`config.mk`:
```
export PLATFORM = sky130hd
export DESIGN_NAME = bus_arbiter_flat
export DESIGN_NICKNAME = d
export VERILOG_FILES = /design/src/rtl/bus_arbiter_if.sv /design/src/rtl/bus_arbiter.sv /design/src/flat_wrapper.sv
export SDC_FILE = /design/constraint.sdc
export NUM_CORES = 1
export LEC_CHECK = 0
export ABC_AREA = 1
export BUFFER_PORTS_ARGS = -buffer_cell sky130_fd_sc_hd__buf_4
export CAP_MARGIN = 20
export CORE_AREA = 5 5 154 156
export DETAILED_ROUTE_END_ITERATION = 8
export DIE_AREA = 0 0 159 161
export SETUP_SLACK_MARGIN = 0.05
export SLEW_MARGIN = 15
export SYNTH_ARGS = -nofsm -noshare
export SYNTH_HDL_FRONTEND = slang
export SYNTH_SLANG_ARGS = --single-unit
```
`constraint.sdc`:
```
create_clock -name clk -period 1.6 [get_ports clk]
set_input_delay 0.16 -clock clk [delete_from_list [all_inputs] [get_ports clk]]
set_output_delay 0.16 -clock clk [all_outputs]
set_load 0.05 [all_outputs]
```
`src/rtl/bus_arbiter_if.sv`:
```
// System-bus bundle between the CPU/DMA masters, the bus_arbiter and the region slaves.
// The arbiter connects through the slave modport; the master modport is the environment's view.
interface bus_arbiter_if;
  logic        m0_req;
  logic        m0_write;
  logic [31:0] m0_addr;
  logic [31:0] m0_wdata;
  logic [31:0] m0_rdata;
  logic        m0_ack;
  logic        m0_err;

  logic        m1_req;
  logic        m1_write;
  logic [31:0] m1_addr;
  logic [31:0] m1_wdata;
  logic [31:0] m1_rdata;
  logic        m1_ack;
  logic        m1_err;

  logic [31:0] s_addr;
  logic [31:0] s_wdata;
  logic        s_read;
  logic        s_write;
  logic [3:0]  s_sel;
  logic [31:0] bram_rdata;
  logic [31:0] sram_rdata;
  logic [31:0] flash_rdata;
  logic [31:0] mmio_rdata;
  logic        flash_ready;

  logic [1:0]  grant;

  modport slave (
    input  m0_req, m0_write, m0_addr, m0_wdata,
    input  m1_req, m1_write, m1_addr, m1_wdata,
    input  bram_rdata, sram_rdata, flash_rdata, mmio_rdata, flash_ready,
    output m0_rdata, m0_ack, m0_err,
    output m1_rdata, m1_ack, m1_err,
    output s_addr, s_wdata, s_read, s_write, s_sel, grant
  );

  modport master (
    output m0_req, m0_write, m0_addr, m0_wdata,
    output m1_req, m1_write, m1_addr, m1_wdata,
    output bram_rdata, sram_rdata, flash_rdata, mmio_rdata, flash_ready,
    input  m0_rdata, m0_ack, m0_err,
    input  m1_rdata, m1_ack, m1_err,
    input  s_addr, s_wdata, s_read, s_write, s_sel, grant
  );
endinterface

```
`src/rtl/bus_arbiter.sv`:
```
// Round-robin two-master arbiter/sequencer: region decode, wait states, read-data return, ack/err.
// Optional ACCESS timeout abort is compiled in when BUS_TIMEOUT_EN is defined.
module bus_arbiter #(
  parameter int unsigned BRAM_WS        = 0,
  parameter int unsigned SRAM_WS        = 1,
  parameter int unsigned FLASH_WS       = 2,
  parameter int unsigned MMIO_WS        = 0,
  parameter int unsigned TIMEOUT_CYCLES = 255
) (
  input  logic          clk,
  input  logic          n_reset,
  bus_arbiter_if.slave  bus
);

  typedef enum logic [1:0] {
    IDLE   = 2'd0,
    ACCESS = 2'd1,
    DONE   = 2'd2
  } state_t;

  localparam logic [1:0]  REGION_FLASH = 2'd2;
  localparam int unsigned WS_MAX_A = (BRAM_WS > SRAM_WS) ? BRAM_WS : SRAM_WS;
  localparam int unsigned WS_MAX_B = (FLASH_WS > MMIO_WS) ? FLASH_WS : MMIO_WS;
  localparam int unsigned WS_MAX   = (WS_MAX_A > WS_MAX_B) ? WS_MAX_A : WS_MAX_B;
  localparam int unsigned WC_W     = $clog2(WS_MAX + 2);

  state_t          state_q;
  logic            owner_q;   // 1 = m1 owns the current transaction
  logic            last_q;    // owner of the most recent grant
  logic            write_q;
  logic [1:0]      region_q;
  logic [WC_W-1:0] wc_q;

`ifdef BUS_TIMEOUT_EN
  localparam int unsigned TC_W = $clog2(TIMEOUT_CYCLES + 1);
  logic [TC_W-1:0] tc_q;
`else
  logic unused_timeout;
  assign unused_timeout = (TIMEOUT_CYCLES != 0);
`endif

  logic            win_m1;
  logic            win_write;
  logic [31:0]     win_addr;
  logic [31:0]     win_wdata;
  logic            win_mapped;
  logic [1:0]      win_region;
  logic [WC_W-1:0] win_ws;
  logic [31:0]     slave_rdata;
  logic            access_done;

  // NOTE: every signal gets a default before the case so no path leaves one unassigned (no latches).
  always_comb begin
    win_m1      = bus.m1_req & (~bus.m0_req | ~last_q);
    win_write   = win_m1 ? bus.m1_write : bus.m0_write;
    win_addr    = win_m1 ? bus.m1_addr  : bus.m0_addr;
    win_wdata   = win_m1 ? bus.m1_wdata : bus.m0_wdata;
    win_mapped  = (win_addr[31:18] == 14'd0);
    win_region  = win_addr[17:16];
    win_ws      = WC_W'(BRAM_WS);
    slave_rdata = bus.bram_rdata;
    case (win_region)
      2'd1:    win_ws = WC_W'(SRAM_WS);
      2'd2:    win_ws = WC_W'(FLASH_WS);
      2'd3:    win_ws = WC_W'(MMIO_WS);
      default: win_ws = WC_W'(BRAM_WS);
    endcase
    case (region_q)
      2'd1:    slave_rdata = bus.sram_rdata;
      2'd2:    slave_rdata = bus.flash_rdata;
      2'd3:    slave_rdata = bus.mmio_rdata;
      default: slave_rdata = bus.bram_rdata;
    endcase
    access_done = (wc_q == '0) && ((region_q != REGION_FLASH) || bus.flash_ready);
  end

  // NOTE: sequential state uses non-blocking assignments so every register samples pre-edge values.
  always_ff @(posedge clk or negedge n_reset) begin
    if (!n_reset) begin
      state_q      <= IDLE;
      owner_q      <= 1'b0;
      last_q       <= 1'b1;
      write_q      <= 1'b0;
      region_q     <= 2'd0;
      wc_q         <= '0;
`ifdef BUS_TIMEOUT_EN
      tc_q         <= '0;
`endif
      bus.m0_ack   <= 1'b0;
      bus.m0_err   <= 1'b0;
      bus.m0_rdata <= '0;
      bus.m1_ack   <= 1'b0;
      bus.m1_err   <= 1'b0;
      bus.m1_rdata <= '0;
      bus.s_addr   <= '0;
      bus.s_wdata  <= '0;
      bus.s_read   <= 1'b0;
      bus.s_write  <= 1'b0;
      bus.s_sel    <= 4'b0000;
      bus.grant    <= 2'b00;
    end else begin
      // Completion outputs are single-cycle pulses; rdata is only nonzero alongside ack.
      bus.m0_ack   <= 1'b0;
      bus.m0_err   <= 1'b0;
      bus.m0_rdata <= '0;
      bus.m1_ack   <= 1'b0;
      bus.m1_err   <= 1'b0;
      bus.m1_rdata <= '0;

      unique case (state_q)
        IDLE: begin
          if (bus.m0_req || bus.m1_req) begin
            owner_q     <= win_m1;
            last_q      <= win_m1;
            bus.grant   <= win_m1 ? 2'b10 : 2'b01;
            write_q     <= win_write;
            region_q    <= win_region;
            wc_q        <= win_ws;
            bus.s_addr  <= win_addr;
            bus.s_wdata <= win_wdata;
`ifdef BUS_TIMEOUT_EN
            tc_q        <= '0;
`endif
            if (win_mapped) begin
              bus.s_sel   <= 4'b0001 << win_region;
              bus.s_read  <= ~win_write;
              bus.s_write <= win_write;
              state_q     <= ACCESS;
            end else begin
              // Unmapped: complete with error without ever touching a slave.
              bus.m0_ack <= ~win_m1;
              bus.m0_err <= ~win_m1;
              bus.m1_ack <= win_m1;
              bus.m1_err <= win_m1;
              state_q    <= DONE;
            end
          end
        end

        ACCESS: begin
          if (access_done) begin
            bus.s_sel   <= 4'b0000;
            bus.s_read  <= 1'b0;
            bus.s_write <= 1'b0;
            state_q     <= DONE;
            if (owner_q) begin
              bus.m1_ack   <= 1'b1;
              bus.m1_rdata <= write_q ? 32'h0 : slave_rdata;
            end else begin
              bus.m0_ack   <= 1'b1;
              bus.m0_rdata <= write_q ? 32'h0 : slave_rdata;
            end
          end
`ifdef BUS_TIMEOUT_EN
          else if (tc_q == TC_W'(TIMEOUT_CYCLES)) begin
            bus.s_sel   <= 4'b0000;
            bus.s_read  <= 1'b0;
            bus.s_write <= 1'b0;
            state_q     <= DONE;
            bus.m0_ack  <= ~owner_q;
            bus.m0_err  <= ~owner_q;
            bus.m1_ack  <= owner_q;
            bus.m1_err  <= owner_q;
          end
`endif
          else begin
            if (wc_q != '0) begin
              wc_q <= wc_q - WC_W'(1);
            end
`ifdef BUS_TIMEOUT_EN
            tc_q <= tc_q + TC_W'(1);
`endif
          end
        end

        DONE: begin
          bus.grant <= 2'b00;
          state_q   <= IDLE;
        end

        default: state_q <= IDLE;
      endcase
    end
  end

endmodule

```
`src/flat_wrapper.sv`:
```
// flat-port wrapper written by rule: the top's interface ports become plain ports
module bus_arbiter_flat 
#(
  parameter int unsigned BRAM_WS        = 0,
  parameter int unsigned SRAM_WS        = 1,
  parameter int unsigned FLASH_WS       = 2,
  parameter int unsigned MMIO_WS        = 0,
  parameter int unsigned TIMEOUT_CYCLES = 255
)
  (clk, n_reset, bus_m0_req, bus_m0_write, bus_m0_addr, bus_m0_wdata, bus_m1_req, bus_m1_write, bus_m1_addr, bus_m1_wdata, bus_bram_rdata, bus_sram_rdata, bus_flash_rdata, bus_mmio_rdata, bus_flash_ready, bus_m0_rdata, bus_m0_ack, bus_m0_err, bus_m1_rdata, bus_m1_ack, bus_m1_err, bus_s_addr, bus_s_wdata, bus_s_read, bus_s_write, bus_s_sel, bus_grant);
  bus_arbiter_if bus_i ();
  input  logic clk;
  input  logic n_reset;
  input wire logic [$bits(bus_i.m0_req)-1:0] bus_m0_req;
  input wire logic [$bits(bus_i.m0_write)-1:0] bus_m0_write;
  input wire logic [$bits(bus_i.m0_addr)-1:0] bus_m0_addr;
  input wire logic [$bits(bus_i.m0_wdata)-1:0] bus_m0_wdata;
  input wire logic [$bits(bus_i.m1_req)-1:0] bus_m1_req;
  input wire logic [$bits(bus_i.m1_write)-1:0] bus_m1_write;
  input wire logic [$bits(bus_i.m1_addr)-1:0] bus_m1_addr;
  input wire logic [$bits(bus_i.m1_wdata)-1:0] bus_m1_wdata;
  input wire logic [$bits(bus_i.bram_rdata)-1:0] bus_bram_rdata;
  input wire logic [$bits(bus_i.sram_rdata)-1:0] bus_sram_rdata;
  input wire logic [$bits(bus_i.flash_rdata)-1:0] bus_flash_rdata;
  input wire logic [$bits(bus_i.mmio_rdata)-1:0] bus_mmio_rdata;
  input wire logic [$bits(bus_i.flash_ready)-1:0] bus_flash_ready;
  output wire logic [$bits(bus_i.m0_rdata)-1:0] bus_m0_rdata;
  output wire logic [$bits(bus_i.m0_ack)-1:0] bus_m0_ack;
  output wire logic [$bits(bus_i.m0_err)-1:0] bus_m0_err;
  output wire logic [$bits(bus_i.m1_rdata)-1:0] bus_m1_rdata;
  output wire logic [$bits(bus_i.m1_ack)-1:0] bus_m1_ack;
  output wire logic [$bits(bus_i.m1_err)-1:0] bus_m1_err;
  output wire logic [$bits(bus_i.s_addr)-1:0] bus_s_addr;
  output wire logic [$bits(bus_i.s_wdata)-1:0] bus_s_wdata;
  output wire logic [$bits(bus_i.s_read)-1:0] bus_s_read;
  output wire logic [$bits(bus_i.s_write)-1:0] bus_s_write;
  output wire logic [$bits(bus_i.s_sel)-1:0] bus_s_sel;
  output wire logic [$bits(bus_i.grant)-1:0] bus_grant;
  assign bus_i.m0_req = bus_m0_req;
  assign bus_i.m0_write = bus_m0_write;
  assign bus_i.m0_addr = bus_m0_addr;
  assign bus_i.m0_wdata = bus_m0_wdata;
  assign bus_i.m1_req = bus_m1_req;
  assign bus_i.m1_write = bus_m1_write;
  assign bus_i.m1_addr = bus_m1_addr;
  assign bus_i.m1_wdata = bus_m1_wdata;
  assign bus_i.bram_rdata = bus_bram_rdata;
  assign bus_i.sram_rdata = bus_sram_rdata;
  assign bus_i.flash_rdata = bus_flash_rdata;
  assign bus_i.mmio_rdata = bus_mmio_rdata;
  assign bus_i.flash_ready = bus_flash_ready;
  assign bus_m0_rdata = bus_i.m0_rdata;
  assign bus_m0_ack = bus_i.m0_ack;
  assign bus_m0_err = bus_i.m0_err;
  assign bus_m1_rdata = bus_i.m1_rdata;
  assign bus_m1_ack = bus_i.m1_ack;
  assign bus_m1_err = bus_i.m1_err;
  assign bus_s_addr = bus_i.s_addr;
  assign bus_s_wdata = bus_i.s_wdata;
  assign bus_s_read = bus_i.s_read;
  assign bus_s_write = bus_i.s_write;
  assign bus_s_sel = bus_i.s_sel;
  assign bus_grant = bus_i.grant;
  bus_arbiter #(.BRAM_WS(BRAM_WS), .SRAM_WS(SRAM_WS), .FLASH_WS(FLASH_WS), .MMIO_WS(MMIO_WS), .TIMEOUT_CYCLES(TIMEOUT_CYCLES)) u_core (.clk(clk), .n_reset(n_reset), .bus(bus_i));
endmodule
```
Yosys cells after proc, flatten, opt, wreduce, memory -nomap -nowiden --
Index checks and enable logic that the tools add are counted.
Word-level totals: bits of input ports 263, register bits 149, output and inout bits 140
Operators by class: equal/unequal tests 13, bitwise gates (word level) 6, muxes and demuxes 46, shift-type cells 1, reductions and logical operators 14, add/sub/neg operators 1
Operator list (count):
- 2-to-1 mux 32 bit | 9
- case mux 32 bit (3 select lines) | 1
- 2-to-1 mux 1 bit | 16
- 2-to-1 mux 2 bit | 8
- case mux 2 bit (2 select lines) | 4
- logical NOT 14 bit | 1
- 2-to-1 mux 4 bit | 3
- equality test 2 bit, second input constant | 4
- != test 2 x 1 -> 1 bit, second input constant | 4
- case mux 1 bit (2 select lines) | 4
- case mux 4 bit (2 select lines) | 1
- AND reduction 4 bit | 2
- equality test 2 x 1 -> 1 bit, second input constant | 3
- AND reduction 2 bit | 3
- nonzero test 2 bit | 3
- logical NOT 2 bit | 2
- != test 2 bit, second input constant | 2
- NOT 1 bit | 4
- << shifter 1 x 2 -> 4 bit, first input constant | 1
- logical OR 1 bit | 2
- subtractor 2 x 1 -> 2 bit, second input constant | 1
- bitwise AND 1 bit | 1
- logical AND 1 bit | 1
- bitwise OR 1 bit | 1

Logic depth before layout (Yosys ltp) --
Gate-level depths: netlist of the first run.
depth in word-level cells 8, depth in mapped cells 13

Least setup slack after synthesis of the first run --
No wires, ideal clock.
path type reg2reg, start point reg, netlist name u_core.bus.s_addr[17], end point reg u_core.bus.m0_ack, stages on the path, launching flop included 9, setup time 121 ps, period minus slack after synthesis 1790 ps, buffers on the path 1, arrival time 1670 ps, setup slack -190 ps, required time 1479 ps, cells stage by stage dfrtp_1 > inv_1 > nor2_2 > nand2_1 > nand2_1 > inv_1 > nand3_1 > buf_2 > nand2_1
RTL lines:
- to (signal assigned) | RTL line bus_arbiter.sv:131 | bus.m0_ack <= ~win_m1;
- to (decl) | RTL line bus_arbiter_if.sv:37 | output m0_rdata, m0_ack, m0_err,

Worst setup path in the final report of the first run --
start point reg u_core.last_q, end point reg u_core.bus.s_sel[0]
On the way: word-level cells in the longest chain between the ends 8, elaborated cells between the ends (all ways) 11, classes of those cells eq/ne (1); shift (1); mux (4); bitwise (3); reduce/logical (2)
RTL lines:
- from (decl) | RTL line bus_arbiter.sv:29 | logic last_q;
- from (signal assigned) | RTL line bus_arbiter.sv:114 | last_q <= win_m1;
- NOT 1 bit * | RTL line bus_arbiter.sv:54 | win_m1 = bus.m1_req & (~bus.m0_req | ~last_q);
- bitwise OR 1 bit * | RTL line bus_arbiter.sv:54
- bitwise AND 1 bit * | RTL line bus_arbiter.sv:54
- 2-to-1 mux 32 bit * | RTL line bus_arbiter.sv:56 | win_addr = win_m1 ? bus.m1_addr : bus.m0_addr;
- branches (longest 4 deep; another with logical NOT 14 bit)
- to (signal assigned) | RTL line bus_arbiter.sv:125 | bus.s_sel <= 4'b0001 << win_region;
- to (decl) | RTL line bus_arbiter_if.sv:39 | output s_addr, s_wdata, s_read, s_write, s_sel, grant
Mark *: on every way between the ends. The select of a mux whose other input is x is not followed. A chain may end at the register's enable or synchronous reset.

==> qor.yml, run 1 <==
setup_slack_ns: -0.162
ys_ff_latch: 147
critPathArrivalTime_ns: 2.07
yosys.area_share.xor_xnor: 0
utilization: 0.550
worst_pin_slew_ns: 0.501
htreeDepth: 4
relSlewSlack: 0.666
ir_worst_vdd_mv: 0.731
required_ns: 1.91
fmax_ghz: 0.567
critPathKind: "reg -> reg"
critPathCaptureType: "flip-flop"
final_common_cell: "buf_4"
root_buffer: "clkbuf_16"
yosys.area.top_type_share: 0.532
setup_tns_ns: -1.22
via_per_inst: 5.04
drc: 0
yosys.area.top_type: "dfrtp_1"
finalWirelength_mm: 30.8
cpPeakStageDelay_ns: 0.65
cellLeakagePower_nw: 6.15
nets: 1563
die_h_um: 161
yosys.area_share.simple: 0.340
cts_buffer_depth: 2
synth_cell_types: 29
clkLatencyLatePin_ns: 0.42
fillers: 2031
portBuffers: 402
hold_viol: 0
cts_inserted_buffers: 17
period_minus_slack_ns: 1.76
critPathTopFamily: "simple AND/OR/NAND/NOR gates"
cts.sinks: 147
detail-route-antenna-nets: 0
syn_nets: 1070
synth_top_cells_by_area: "dfrtp_1 53%, nand2_1 11%, nand3_1 8.3%, nand4_1 7.3%, nor2_1 4.9%"
ys_seq_area_frac: 0.536
yosys.area_share.adder: 0.00182
wl_per_cell_um: 19.3
initial_utilization: 0.309
firstDrtPassIters: 5
syn-cell-area_um2: 6870
grt_pass1_vias: 8155
core-area_um2: 22200
min_period_over_period: 1.10
violations: "setup timing"
cp_num_buf_inv: 0
die_area_um2: 25600
grt_start_max_net_pins: 65
gp_congestion: 0.815
drive_above_1_share: 0.412
final_area_um2: 12200
layout_common_cells: "429 x buf_4, 199 x nand2_1, 144 x dfrtp_1"
dp_hpwl_mm: 21.0
status: "finished, violations left"
syn_to_final_growth_pct: 78.1
grt_usage: 0.225
cp_cell_sequence: "nand2_4 -> nand3_2 -> nand2_1 -> nor2_1 -> nand2_1 -> nor2_4 -> nand2_4 -> nand2_4 -> nand2_4 -> nand2_1 -> nand2_1"
cpMaxStageDelayCell: "dfstp_2"
cp_max_fo: 6
syn-mean-instance-area_um2: 8.52
vias: 8052
cts_tree: "done"
die_x_um: 159
row_count: 55
maxCapViolCount: 0
globalRouteOverflowTotal: 0
grt_pass1_wl_mm: 46.5
power-per-cell-area_nw_per_um2: 1180
io_pins: 403
place_area_um2: 10400
setup_violations: 13
syn_inst: 806
r2r_slack_ns: -0.16
synth_mux_area_frac: 0
synth_top_family_by_area: "simple AND/OR/NAND/NOR gates"
grt_antenna_before_repair: 0
startpoint_type: "flip-flop"
min_path_type: "in -> reg"
slew_violations: 0
power_mw: 14.4
rsz0062_at_grt: "true"
antenna_cells: 0
yosysWarnings: 0
skew_ns: 0.0146
synth_compound_area_frac: 0.0661
path_clk_slew_ns: 0.06
drt_iter0_drc: 550
[final timing paths]
check / startpoint / to / depth (start not counted)
worst max-delay path: u_core.last_q / u_core.bus.s_sel[0] / 11
worst min-delay path: bus_m1_addr[8] / u_core.bus.s_addr[8] / 3
worst max register to register: u_core.last_q / u_core.bus.s_sel[0] / 11
worst min register to register: u_core.bus.s_sel[3] / u_core.bus.s_sel[3] / 2
max in group asynchronous: n_reset / u_core.bus.m1_rdata[20] / 3
min in group asynchronous: n_reset / u_core.bus.s_wdata[14] / 2
[through the flow]
stage / hold slack [ns] / setup slack (ns) / instances
6_report: 0.0249 / -0.162 / 1597
5_1_grt: 0.00627 / -0.277 / 1597
4_1_cts: 0.000374 / -0.143 / 1583
3_5_place_dp: 0.0763 / -0.185 / 1469
3_3_place_gp: 0.0753 / -0.137 / 1469
2_1_floorplan: -0.136 / -0.00631 / 806
[final cells by class]
class	count	area [um2]	area share
clock buffers	20	457	0.0373
clock inverters	12	146	0.0120
inverters	21	78.8	0.00644
multi-input cells	578	2990	0.245
flip-flops and latches	147	3680	0.301
well taps	285	357	0.0291
repair buffers	534	4520	0.370
[state kept, by name, summed over array words and instances (netlist names), 2 cells and up]
name	cells
u_core.bus.m0_rdata	32
u_core.bus.s_wdata	32
u_core.bus.grant	2
u_core.wc_q	2
u_core.state_q	2
u_core.bus.s_sel	4
u_core.bus.s_addr	31
u_core.bus.m1_rdata	32
[synth_stat cells]
cell,count
nor2_1,90
o21ai_4,1
buf_6,4
o22ai_1,1
nand3_2,3
dfstp_2,1
inv_1,19
o21ai_1,3
nor2_2,6
ha_1,1
inv_2,2
buf_2,16
buf_1,7
nand2_8,1
or2_2,1
a21oi_1,1
clkbuf_1,36
nand3_1,114
nor3_1,3
nand4_1,80
nand2_1,199
buf_12,1
o21ai_0,14
nand2_2,6
dfrtp_1,146
o21ai_2,3
o211ai_1,32
nand2_4,3
a31oi_1,12
[report_power, final]
group          total, mW  switching (mW)  internal (mW)
Combinational       5.75            3.67           2.08
Clock               4.12            1.70           2.42
Sequential          4.52           0.327           4.19
[kinds of logic (layout without fill, tap and decap cells)]
kind of cell	count (synthesis)	count (layout)
and+or+nand+nor	506	510
DFF	147	147
buffers and inverters	85	587
AOI/OAI and AO/OA	67	67
adders and majority gates	1	1
[metal layers]
layer  share of wire  track usage  vias to the layer above
li1                -            -                     3755
met1            0.40        0.283                     3860
met2            0.50        0.375                      403
met3           0.082       0.0686                       34
met4           0.020       0.0655                        0
met5               0            0                        -
[repair_timing]
item,CTS,global route
buffers inserted,1,5
cloned,1,9
setup endpoints to repair,55,104
gates resized for setup,3,36
hold endpoints to repair,184,0
pin swaps,2,8
hold buffers,80,0
[worst register-to-register path, stage by stage (launching register included)]
cell and delay [ns]:
dfstp_2 0.65, nand2_4 0.13, nand3_2 0.09, nand2_1 0.06, nor2_1 0.08, nand2_1 0.09, nor2_4 0.16, nand2_4 0.09
nand2_4 0.10, nand2_4 0.07, nand2_1 0.08, nand2_1 0.05
No activity file was read; power rests on OpenSTA's default activity.
==> run 2, diff against run 1 <==
--- a/config.mk
+++ b/config.mk
@@ -11,6 +11,7 @@
 export CORE_AREA = 5 5 154 156
 export DETAILED_ROUTE_END_ITERATION = 8
 export DIE_AREA = 0 0 159 161
+export RECOVER_POWER = 50
 export SETUP_SLACK_MARGIN = 0.05
 export SLEW_MARGIN = 15
 export SYNTH_ARGS = -nofsm -noshare
==> qor.yml, run 2 (synthesis results as in run 1) <==
switching_share: 0.396
hold_depth: 3
slew_violations: 0
via_per_inst: 5.07
period_minus_slack_ns: 1.76
io_pins: 403
cp-startpoint: "u_core.last_q"
use_met2: 0.375
grt_busiest_layer: "met2"
vias: 8103
portBuffers: 402
pwr-share-comb: 0.399
cts_buffer_depth: 2
cts_inserted_buffers: 17
finalWirelength_mm: 30.9
min_period_over_period: 1.10
final_common_cell: "buf_4"
path_clk_slew_ns: 0.06
core-area_um2: 22200
cts.sinks: 147
worstHoldStart: "bus_m1_addr[8]"
ir_worst_vdd_mv: 0.705
fmax_ghz: 0.569
wl_per_cell_um: 19.3
die_h_um: 161
maxCapViolCount: 0
reg2reg_to: "u_core.bus.s_sel[0]"
cp_num_buf_inv: 0
drive_above_1_share: 0.388
row_count: 55
grt_usage: 0.225
violations: "setup timing"
intPower_mw: 8.68
relSlewSlack: 0.457
top_regs: "u_core.bus.m0_rdata (32), u_core.bus.m1_rdata (32), u_core.bus.s_wdata (32)"
die_x_um: 159
whs_ns: 0.0268
critPathCaptureType: "flip-flop"
r2r_slack_ns: -0.16
p_seq_frac: 0.315
syn_to_final_growth_pct: 75.4
skew_ns: 0.0140
grt_pass1_vias: 8155
die_area_um2: 25600
antenna_cells: 0
root_buffer: "clkbuf_16"
rsz0062_at_grt: "true"
initial_utilization: 0.309
drt_iter0_drc: 513
grt_start_max_net_pins: 65
cp_cell_sequence: "nand2_4 -> nand3_2 -> nand2_1 -> nor2_1 -> nand2_1 -> nor2_4 -> nand2_4 -> nand2_4 -> nand2_4 -> nand2_1 -> nand2_1"
cpMaxStageDelayCell: "dfstp_2"
use_met1: 0.283
placed_cells: 1469
startpoint_type: "flip-flop"
globalRouteOverflowTotal: 0
htreeDepth: 4
cellLeakagePower_nw: 5.99
dp_hpwl_mm: 21.0
cts_tree: "done"
setup_violations: 13
clockPowerShare: 0.286
critPathTopFamily: "simple AND/OR/NAND/NOR gates"
detail-route-antenna-nets: 0
grt_antenna_before_repair: 0
reg2reg_depth: 11
worst_pin_slew_ns: 0.815
cp_max_fo: 6
gp_congestion: 0.815
drc: 0
whs_endpoint: "u_core.bus.s_addr[8]"
timing.rr.start: "u_core.last_q"
final_cells: 1597
cpPeakStageDelay_ns: 0.65
critPathKind: "reg -> reg"
critPathArrivalTime_ns: 2.07
grt_use_met3: 0.0686
power-per-cell-area_nw_per_um2: 1190
nets: 1563
required_ns: 1.91
status: "finished, violations left"
hold_viol: 0
clkLatencyLatePin_ns: 0.42
layout_common_cells: "386 x buf_4, 199 x nand2_1, 144 x dfrtp_1"
min_path_type: "in -> reg"
setup_slack_ns: -0.159
firstDrtPassIters: 5
grt_pass1_wl_mm: 46.5
power.switching_mw: 5.69
-- run 2: changes by cell type in the layout (fill, tap and decap cells not counted), sizes merged --
cell    delta
buf       -46
clkbuf    +46
-- run 2: worst min-delay path, delay by kind of cell --
| family | cells | cell delay (ns) |
|---|---|---|
| buffers and inverters | 1 | 0.08 |
| AND/OR/NAND/NOR | 2 | 0.16 |
-- run 2: area by class of cell --
type                       count  area (um2)
clock buffer                  20         457
clock inverter                12         146
tap                          285         357
multi-input combinational    578        2990
inverter                      21        78.8
sequential                   147        3680
fill                        2051       10200
timing repair buffer         534        4330
-- run 2: through the flow --
stage,setup WS [ns],setup TNS [ns],total power [mW],util,cell area [um2]
global placement,-0.137,-1.01,9.86,0.469,10400
floorplan,-0.00631,-0.0379,7.76,-,6890
finish,-0.159,-1.20,14.4,0.542,12000
global route,-0.277,-3.70,15.1,0.542,12000
detailed placement,-0.185,-1.57,9.87,0.469,10400
CTS,-0.143,-1.68,14.2,0.535,11900
-- run 2: worst max path at each step --
stage,to,slack (ns),cells after the start
2_1_floorplan,u_core.bus.s_read,-0.006,12
3_3_place_gp,u_core.bus.s_sel[2],-0.14,11
3_5_place_dp,u_core.bus.s_sel[0],-0.18,11
4_1_cts,u_core.bus.s_sel[0],-0.14,11
5_1_grt,u_core.bus.s_sel[1],-0.28,11
6_report,u_core.bus.s_sel[0],-0.16,11
-- run 2: layer usage --
layer	vias up	part of all wire
met4	0	0.020
li1	3758	-
met5	-	0
met2	422	0.50
met3	34	0.082
met1	3889	0.39
-- run 2: what timing repair did --
item                       in CTS  in global routing
hold endpoints to repair      184                  0
setup buffers                   1                  5
pin swaps                       2                  8
gates resized for setup         3                 36
hold buffers                   80                  0
cloned                          1                  9
setup endpoints to repair      55                104
-- run 2: power by group through the flow --
stage          Clock (mW)  Sequential [mW]  Combinational (mW)
6_report             4.12             4.52                5.73
5_1_grt              4.37             4.58                6.13
4_1_cts              4.20             4.50                5.52
3_5_place_dp            0             4.55                5.32
3_3_place_gp            0             4.55                5.30
2_1_floorplan           0             6.06                1.70
